`src/rtl/sca_frame_sender_if.sv`:
```
// sca_frame_sender_if: frame handshake plus target header pins of the SCA frame sender.
interface sca_frame_sender_if #(parameter int DATA_LEN = 24);
   logic [DATA_LEN-1:0] frame_data;
   logic frame_valid, frame_ready, tgt_rst_req;
   logic sda, sclk, flip_clk, tgt_reset_n, busy, done;
   modport master (
      output frame_data, frame_valid, tgt_rst_req,
      input  frame_ready, sda, sclk, flip_clk, tgt_reset_n, busy, done
   );
   modport slave (
      input  frame_data, frame_valid, tgt_rst_req,
      output frame_ready, sda, sclk, flip_clk, tgt_reset_n, busy, done
   );
endinterface

```
`src/rtl/sca_frame_sender.sv`:
```
// sca_frame_sender: shifts a frame MSB-first onto sda/sclk, then strobes flip_clk; also pulses the target reset.
module sca_frame_sender #(
   parameter int DATA_LEN = 24,
   parameter int CLK_DIV  = 2,
   parameter int FLIP_GAP = 3,
   parameter int RST_LEN  = 8
) (
   input logic clk,
   input logic reset,
   sca_frame_sender_if.slave f
);
   localparam int TMAX = CLK_DIV > FLIP_GAP ? (CLK_DIV > RST_LEN ? CLK_DIV : RST_LEN)
                                            : (FLIP_GAP > RST_LEN ? FLIP_GAP : RST_LEN);
   localparam int TW = $clog2(TMAX + 1);
   localparam int BW = $clog2(DATA_LEN + 1);
   localparam logic [TW-1:0] DIV_L = TW'(CLK_DIV - 1);
   localparam logic [TW-1:0] GAP_L = TW'(FLIP_GAP - 1);
   localparam logic [TW-1:0] RST_L = TW'(RST_LEN - 1);
   typedef enum logic [2:0] {IDLE, TRST, SETUP, HIGH, HOLD, GAP, FLIP} state_t;
   state_t state_q, state_d;
   logic [DATA_LEN-1:0] sh_q, sh_d;
   logic [BW-1:0] bit_q, bit_d;
   logic [TW-1:0] tmr_q, tmr_d;
   logic sda_q, sda_d, sclk_q, sclk_d, flip_q, flip_d;
   logic rstn_q, rstn_d, done_q, done_d, busy_q, busy_d;
   logic last;
   // tmr counts down the remaining cycles of the current timed state
   always_comb begin
      last = tmr_q == '0;
      state_d = state_q;
      sh_d = sh_q;
      bit_d = bit_q;
      tmr_d = last ? tmr_q : tmr_q - TW'(1);
      case (state_q)
         IDLE: begin
            if (f.tgt_rst_req) begin
               state_d = TRST;
               tmr_d = RST_L;
            end else if (f.frame_valid) begin
               state_d = SETUP;
               sh_d = f.frame_data;
               bit_d = BW'(DATA_LEN);
               tmr_d = DIV_L;
            end
         end
         TRST: state_d = last ? IDLE : TRST;
         SETUP: begin
            if (last) begin
               state_d = HIGH;
               tmr_d = DIV_L;
            end
         end
         HIGH: state_d = last ? HOLD : HIGH;
         HOLD: begin
            sh_d = sh_q << 1;
            bit_d = bit_q - BW'(1);
            state_d = bit_q == BW'(1) ? GAP : SETUP;
            tmr_d = bit_q == BW'(1) ? GAP_L : DIV_L;
         end
         GAP: begin
            if (last) begin
               state_d = FLIP;
               tmr_d = DIV_L;
            end
         end
         FLIP: state_d = last ? IDLE : FLIP;
         default: state_d = IDLE;
      endcase
      // outputs are decoded from the next state so they register alongside it
      sclk_d = state_d == HIGH;
      flip_d = state_d == FLIP;
      rstn_d = state_d != TRST;
      busy_d = state_d != IDLE;
      done_d = state_q == FLIP && state_d == IDLE;
      sda_d = state_d == SETUP ? sh_d[DATA_LEN-1] : (state_d == HIGH || state_d == HOLD) ? sda_q : 1'b0;
   end
   always_ff @(posedge clk) begin
      if (reset) begin
         state_q <= IDLE;
         sh_q <= '0;
         bit_q <= '0;
         tmr_q <= '0;
         sda_q <= 1'b0;
         sclk_q <= 1'b0;
         flip_q <= 1'b0;
         rstn_q <= 1'b0;
         done_q <= 1'b0;
         busy_q <= 1'b0;
      end else begin
         state_q <= state_d;
         sh_q <= sh_d;
         bit_q <= bit_d;
         tmr_q <= tmr_d;
         sda_q <= sda_d;
         sclk_q <= sclk_d;
         flip_q <= flip_d;
         rstn_q <= rstn_d;
         done_q <= done_d;
         busy_q <= busy_d;
      end
   end
   assign f.frame_ready = state_q == IDLE;
   assign f.sda = sda_q;
   assign f.sclk = sclk_q;
   assign f.flip_clk = flip_q;
   assign f.tgt_reset_n = rstn_q;
   assign f.busy = busy_q;
   assign f.done = done_q;
endmodule

```
`src/flat_wrapper.sv`:
```
// flat-port wrapper written by rule: the top's interface ports become plain ports
module sca_frame_sender_flat 
#(
   parameter int DATA_LEN = 24,
   parameter int CLK_DIV  = 2,
   parameter int FLIP_GAP = 3,
   parameter int RST_LEN  = 8
)
  (clk, reset, f_frame_data, f_frame_valid, f_tgt_rst_req, f_frame_ready, f_sda, f_sclk, f_flip_clk, f_tgt_reset_n, f_busy, f_done);
  sca_frame_sender_if #(.DATA_LEN(DATA_LEN)) f_i ();
  input logic clk;
  input logic reset;
  input wire logic [$bits(f_i.frame_data)-1:0] f_frame_data;
  input wire logic [$bits(f_i.frame_valid)-1:0] f_frame_valid;
  input wire logic [$bits(f_i.tgt_rst_req)-1:0] f_tgt_rst_req;
  output wire logic [$bits(f_i.frame_ready)-1:0] f_frame_ready;
  output wire logic [$bits(f_i.sda)-1:0] f_sda;
  output wire logic [$bits(f_i.sclk)-1:0] f_sclk;
  output wire logic [$bits(f_i.flip_clk)-1:0] f_flip_clk;
  output wire logic [$bits(f_i.tgt_reset_n)-1:0] f_tgt_reset_n;
  output wire logic [$bits(f_i.busy)-1:0] f_busy;
  output wire logic [$bits(f_i.done)-1:0] f_done;
  assign f_i.frame_data = f_frame_data;
  assign f_i.frame_valid = f_frame_valid;
  assign f_i.tgt_rst_req = f_tgt_rst_req;
  assign f_frame_ready = f_i.frame_ready;
  assign f_sda = f_i.sda;
  assign f_sclk = f_i.sclk;
  assign f_flip_clk = f_i.flip_clk;
  assign f_tgt_reset_n = f_i.tgt_reset_n;
  assign f_busy = f_i.busy;
  assign f_done = f_i.done;
  sca_frame_sender #(.DATA_LEN(DATA_LEN), .CLK_DIV(CLK_DIV), .FLIP_GAP(FLIP_GAP), .RST_LEN(RST_LEN)) u_core (.clk(clk), .reset(reset), .f(f_i));
endmodule
```
`config.mk`:
```
export PLATFORM = sky130hd
export DESIGN_NAME = sca_frame_sender_flat
export DESIGN_NICKNAME = d
export VERILOG_FILES = /design/src/rtl/sca_frame_sender_if.sv /design/src/rtl/sca_frame_sender.sv /design/src/flat_wrapper.sv
export SDC_FILE = /design/constraint.sdc
export NUM_CORES = 1
export LEC_CHECK = 0
export ABC_CLOCK_PERIOD_IN_PS = 2800
export CAP_MARGIN = 20
export CORE_ASPECT_RATIO = 0.6
export CORE_UTILIZATION = 52
export DETAILED_ROUTE_END_ITERATION = 16
export PLACE_DENSITY = 0.8
export SETUP_SLACK_MARGIN = 0.2
export SLEW_MARGIN = 25
export SYNTH_ARGS = -nofsm -noshare
export SYNTH_HDL_FRONTEND = slang
export SYNTH_SLANG_ARGS = --single-unit
```
`constraint.sdc`:
```
create_clock -name clk -period 2.8 [get_ports clk]
set_clock_uncertainty 0.1 [all_clocks]
set_input_delay 0.28 -clock clk [delete_from_list [all_inputs] [get_ports clk]]
set_output_delay 0.28 -clock clk [all_outputs]
set_load 0.02 [all_outputs]
```
Word-level counts from Yosys, hierarchy flattened:

Index checks and enable logic that the tools add are counted.

* eq/ne operators: 15
* muxes and demuxes: 23
* $add $sub $neg: 2
* reductions and logical operators: 9

Operators with widths (number)
* 2-to-1 mux 24 bit: 2
* one-hot mux 24 bit (2 select lines): 1
* 2-to-1 mux 3 bit: 7
* one-hot mux 3 bit (7 select lines): 1
* 2-to-1 mux 4 bit: 4
* equality test 3 bit, second input constant: 5
* equality test 3 x 2 -> 1 bit, second input constant: 4
* one-hot mux 4 bit (3 select lines): 1
* 2-to-1 mux 5 bit: 2
* one-hot mux 5 bit (2 select lines): 1
* zero test 3 bit: 2
* equality test 5 x 1 -> 1 bit, second input constant: 1
* subtractor 5 x 1 -> 5 bit, second input constant: 1
* zero test 4 bit: 1
* inequality test 2 bit, second input constant: 2
* subtractor 4 x 1 -> 4 bit, second input constant: 1
* equality test 3 x 1 -> 1 bit, second input constant: 1
* 2-to-1 mux 1 bit: 3
* inequality test 3 x 1 -> 1 bit, second input constant: 1
* AND reduction 3 bit: 1
* nonzero test 3 bit: 1
* 2-to-1 mux 2 bit: 1
* inequality test 2 x 1 -> 1 bit, second input constant: 1
* nonzero test 2 bit: 1
* other kinds (3): 3

* register bits after elaboration: 42
* input bits: 28
* logic and storage cells: 60
* output and inout bits: 7

Logic depth before layout (Yosys ltp):

* word-level depth: 7
* gate-level depth with buffers: 8
* depth with buffers taken out: 7

Least setup slack after synthesis:

OpenSTA, ideal clock, no wires.

* kind: reg2reg
* start: register u_core.tmr_q[0]
* end: register u_core.sclk_q (netlist: u_core.f.sclk)
* buffers on the path: 1
* cell stages (with the launch flop): 9
* data arrival time: 1.706 ns
* setup slack: 0.863 ns
* setup time: 0.131 ns
* cells stage by stage: dfxtp_1 -> inv_1 -> ha_1 -> or3b_1 -> buf_2 -> a221oi_2 -> and4_4 -> or2_2 -> nor2_1

* cells in the longest elaborated chain, start to end: 4

RTL lines
* start, declared: line sca_frame_sender.sv:23 `logic [TW-1:0] tmr_q, tmr_d;`
* start signal, assigned: line sca_frame_sender.sv:93 `tmr_q <= tmr_d;`
* zero test 4 bit (*): line sca_frame_sender.sv:29 `last = tmr_q == '0;`
* 2-to-1 mux 3 bit (tied with other cells): line sca_frame_sender.sv:61 `if (last) begin`
* one-hot mux 3 bit (7 select lines) (*): line sca_frame_sender.sv:34 `case (state_q)`
* equality test 3 x 2 -> 1 bit (*): line sca_frame_sender.sv:70 `sclk_d = state_d == HIGH;`
* end signal, assigned: line sca_frame_sender.sv:95 `sclk_q <= sclk_d;`
* end, declared: line sca_frame_sender.sv:24 `logic sda_q, sda_d, sclk_q, sclk_d, flip_q, flip_d;`

Every way passes the cells marked *; elsewhere a longest branch is shown, timed or not.
A chain may end at the register's enable or synchronous reset.

Worst setup path in the final report:

* start: register u_core.state_q[2]
* end: output f_frame_ready

* cells in the longest elaborated chain, start to end: 1

RTL lines
* start, declared: line sca_frame_sender.sv:20 `state_t state_q, state_d;`
* start signal, assigned: line sca_frame_sender.sv:90 `state_q <= state_d;`
* zero test 3 bit: line sca_frame_sender.sv:102 `assign f.frame_ready = state_q == IDLE;`
* end, declared: line flat_wrapper.sv:16 `output wire logic [$bits(f_i.frame_ready)-1:0] f_frame_ready;`

No other way between the ends.

==> impl_metrics.ini <==
[synthesis]
synth_top_cell_by_area = dfxtp_1
synth_area_um2 = 2020
synth_common_cells = 78 x nor2_1, 42 x dfxtp_1, 23 x nor4_1
seq_area_frac_synth = 0.416
yosysWarnings = 0
yosysUniqueCellTypes = 47
synth_flop_cell = dfxtp_1
synthArstFlopShare = 0
syn-num-nets = 293
avgSynthCellArea_um2 = 7.71
synth-edff-count = 0
yosysTopAreaCellShare = 0.416
synthTopCellsByArea = dfxtp_1 42%, nor2_1 14%, nor4_1 7.1%
ys_ff_latch = 42
post-synth-top-count-cell = nor2_1
synth_cells = 262

[floorplanning]
core_um2 = 3700
die-area_um2 = 4140
ios = 35
initial_core_util = 0.546
die_h_um = 50.3
die_x_um = 82.5
rows = 17

[cts]
cts.path.max_buffers = 2
h-tree-depth = 2
tritoncts = built
postCtsHoldBufs = 0
post_cts_resized = 0
cts_root_buf = clkbuf_8
clkSlewWorstSetupHoldPaths_ns = 0.08
insertion_delay_ns = 0.29
cts.sinks = 42
post-cts-setup-buffers = 0
cts_made_buffers = 5

[route]
final_antenna_net_count = 0
drt_iter0_drc = 177
viasPerCell = 5.66
wirelength_mm = 4.60
vias = 1919
wl_per_cell_um = 13.6
drcViolationCount = 0
drtPass1Iterations = 5

[pwr]
p_leak_uw = 0.000978
power.switching_uw = 830
intPower_uw = 1370
peakVddDrop_v = 0.000469
p_per_area_nw_per_um2 = 882
seqPwrFrac = 0.397
swShare = 0.378
pwr-share-comb = 0.417
pwr-share-clk = 0.185

[place]
dpl.cell_count = 331
place_congestion = 0.918
hpwl_mm = 3.20
portBuffers = 34

[worst_hold_path]
hold_class = reg2reg

[timing]
fin_crit_sh = 0.865
tns_ns = 0
setup_violations = 0
rsz0062_at_grt = false
max_freq_ghz = 0.413
hold_ws_ns = 0.395
maxSlewHeadroom = 0.501
report.final.slew_viol_count = 0
period_needed_ns = 2.42
tightest_slew_ns = 0.748
finalHoldViolations = 0

[layout]
fin_nets = 322
n_fill_cell = 322
syn_to_final_growth_pct = 23.2
diodes = 0
drive_gt1_frac = 0.0685
instances_no_fill = 339

[setup_path]
cpMaxStageDelayCell = clkdlybuf4s50_1
crit_path_end = f_frame_ready
rr_worst_depth = 5
max_stage_delay_ns = 0.70
crit_type = reg2out
timing.rr.end = u_core.f.flip_clk$_SDFF_PP0_
crit_fanout = 25
end_kind = output pin
worstReg2RegStart = u_core.state_q[2]$_SDFF_PP0_
start_kind = register
path_cells = nor3_1 > clkdlybuf4s50_1
cp.required_ns = 2.42
worst-r2r-setup-slack_ns = 0.58
cp.arrival_ns = 2.04
startpoint = u_core.state_q[2]$_SDFF_PP0_

[global_route]
antenna_found_initial = 0
grt_usage = 0.251
first_global_vias = 1713
grt_max_degree = 29
grt_pass1_wl_mm = 7.83
globalRouteOverflowTotal = 0

[run]
maxCapViolCount = 0

[outcome]
outcome = finished clean
## routing by layer
layer	part of all wire	global-route usage
met1	0.52	0.367
met2	0.41	0.357
met3	0.061	0.0600
met4	0.0085	0.0819
met5	0	0
## cell usage in the layout, fill, tap and decap left out, drive strengths merged, types with 2 or more instances in the layout
cell / netlist / routed
a21oi: 11 / 11
a221oi: 3 / 3
a22oi: 2 / 2
a31oi: 3 / 3
and2: 2 / 2
and3: 2 / 2
buf: 4 / 6
clkbuf: 14 / 6
clkdlybuf4s50: 0 / 34
dfxtp: 42 / 42
ha: 3 / 3
inv: 9 / 9
mux2i: 3 / 3
nand2: 8 / 8
nand3: 3 / 3
nor2: 79 / 79
nor2b: 5 / 5
nor3: 6 / 6
nor3b: 5 / 5
nor4: 23 / 23
o21a: 2 / 2
o21ai: 9 / 9
xnor2: 4 / 4
## worst max-delay path, delay by kind of cell (launching register included)
| family | cells | cell delay, ns |
|---|---|---|
| simple gates | 1 | 0.49 |
| flops | 1 | 0.55 |
| buf+inv | 1 | 0.70 |
## logic make-up after synthesis
family,after synthesis,synth area share
AND/OR/NAND/NOR,143,0.349
flip-flops,42,0.416
AO/OA/AOI/OAI,40,0.133
buffers and inverters,27,0.0514
XOR/XNOR,4,0.0173
multiplexers,3,0.0149
adder cells (fa/ha/maj),3,0.0186
## stage by stage
| step | instance area (um^2) | setup WS, ns | utilization | total power (uW) |
|---|---|---|---|---|
| 4_1_cts | 2490 | 0.396 | 0.672 | 2200 |
| 2_1_floorplan | 2020 | 0.863 | - | 1520 |
| 5_1_grt | 2490 | 0.233 | 0.672 | 2370 |
| 3_3_place_gp | 2390 | 0.649 | 0.647 | 1780 |
| 3_5_place_dp | 2390 | 0.618 | 0.647 | 1790 |
| 6_report | 2490 | 0.378 | 0.672 | 2200 |
## registers in the layout, indices dropped and copies added, names as in the netlist
register and flops:
u_core.f.busy 1, u_core.sh_q 24, u_core.state_q 3, u_core.f.tgt_reset_n 1
u_core.f.flip_clk 1, u_core.f.done 1, u_core.f.sclk 1, u_core.f.sda 1
u_core.tmr_q 4, u_core.bit_q 5
## cell type report
| type | instances | area (um^2) | share of cell area |
|---|---|---|---|
| Multi-Input combinational cell | 193 | 1070 | 0.432 |
| Sequential cell | 42 | 841 | 0.338 |
| Timing Repair Buffer | 40 | 385 | 0.155 |
| Clock buffer | 6 | 82.6 | 0.0332 |
| Tap cell | 47 | 58.8 | 0.0236 |
| Inverter | 9 | 33.8 | 0.0136 |
| Clock inverter | 2 | 12.5 | 0.00503 |
## power groups by stage
stage          Clock (uW)  Combinational, uW  Sequential [uW]
2_1_floorplan           0                671              851
3_3_place_gp            0                900              876
6_report              407                917              873
4_1_cts               419                911              868
5_1_grt               450               1020              895
3_5_place_dp            0                905              881
## worst min-delay path by stage
stage	startpoint	end	cells after the start
CTS	u_core.sh_q[21]$_SDFFE_PP0P_	u_core.sh_q[21]$_SDFFE_PP0P_	2
floorplan	f_frame_data[0]	u_core.sh_q[0]$_SDFFE_PP0P_	2
detailed placement	u_core.sh_q[22]$_SDFFE_PP0P_	u_core.sh_q[22]$_SDFFE_PP0P_	2
global placement	u_core.sh_q[15]$_SDFFE_PP0P_	u_core.sh_q[15]$_SDFFE_PP0P_	2
finish	u_core.sh_q[21]$_SDFFE_PP0P_	u_core.sh_q[21]$_SDFFE_PP0P_	2
global route	u_core.sh_q[6]$_SDFFE_PP0P_	u_core.sh_q[7]$_SDFFE_PP0P_	2
Note: power is estimated with default switching activity, not from simulation.
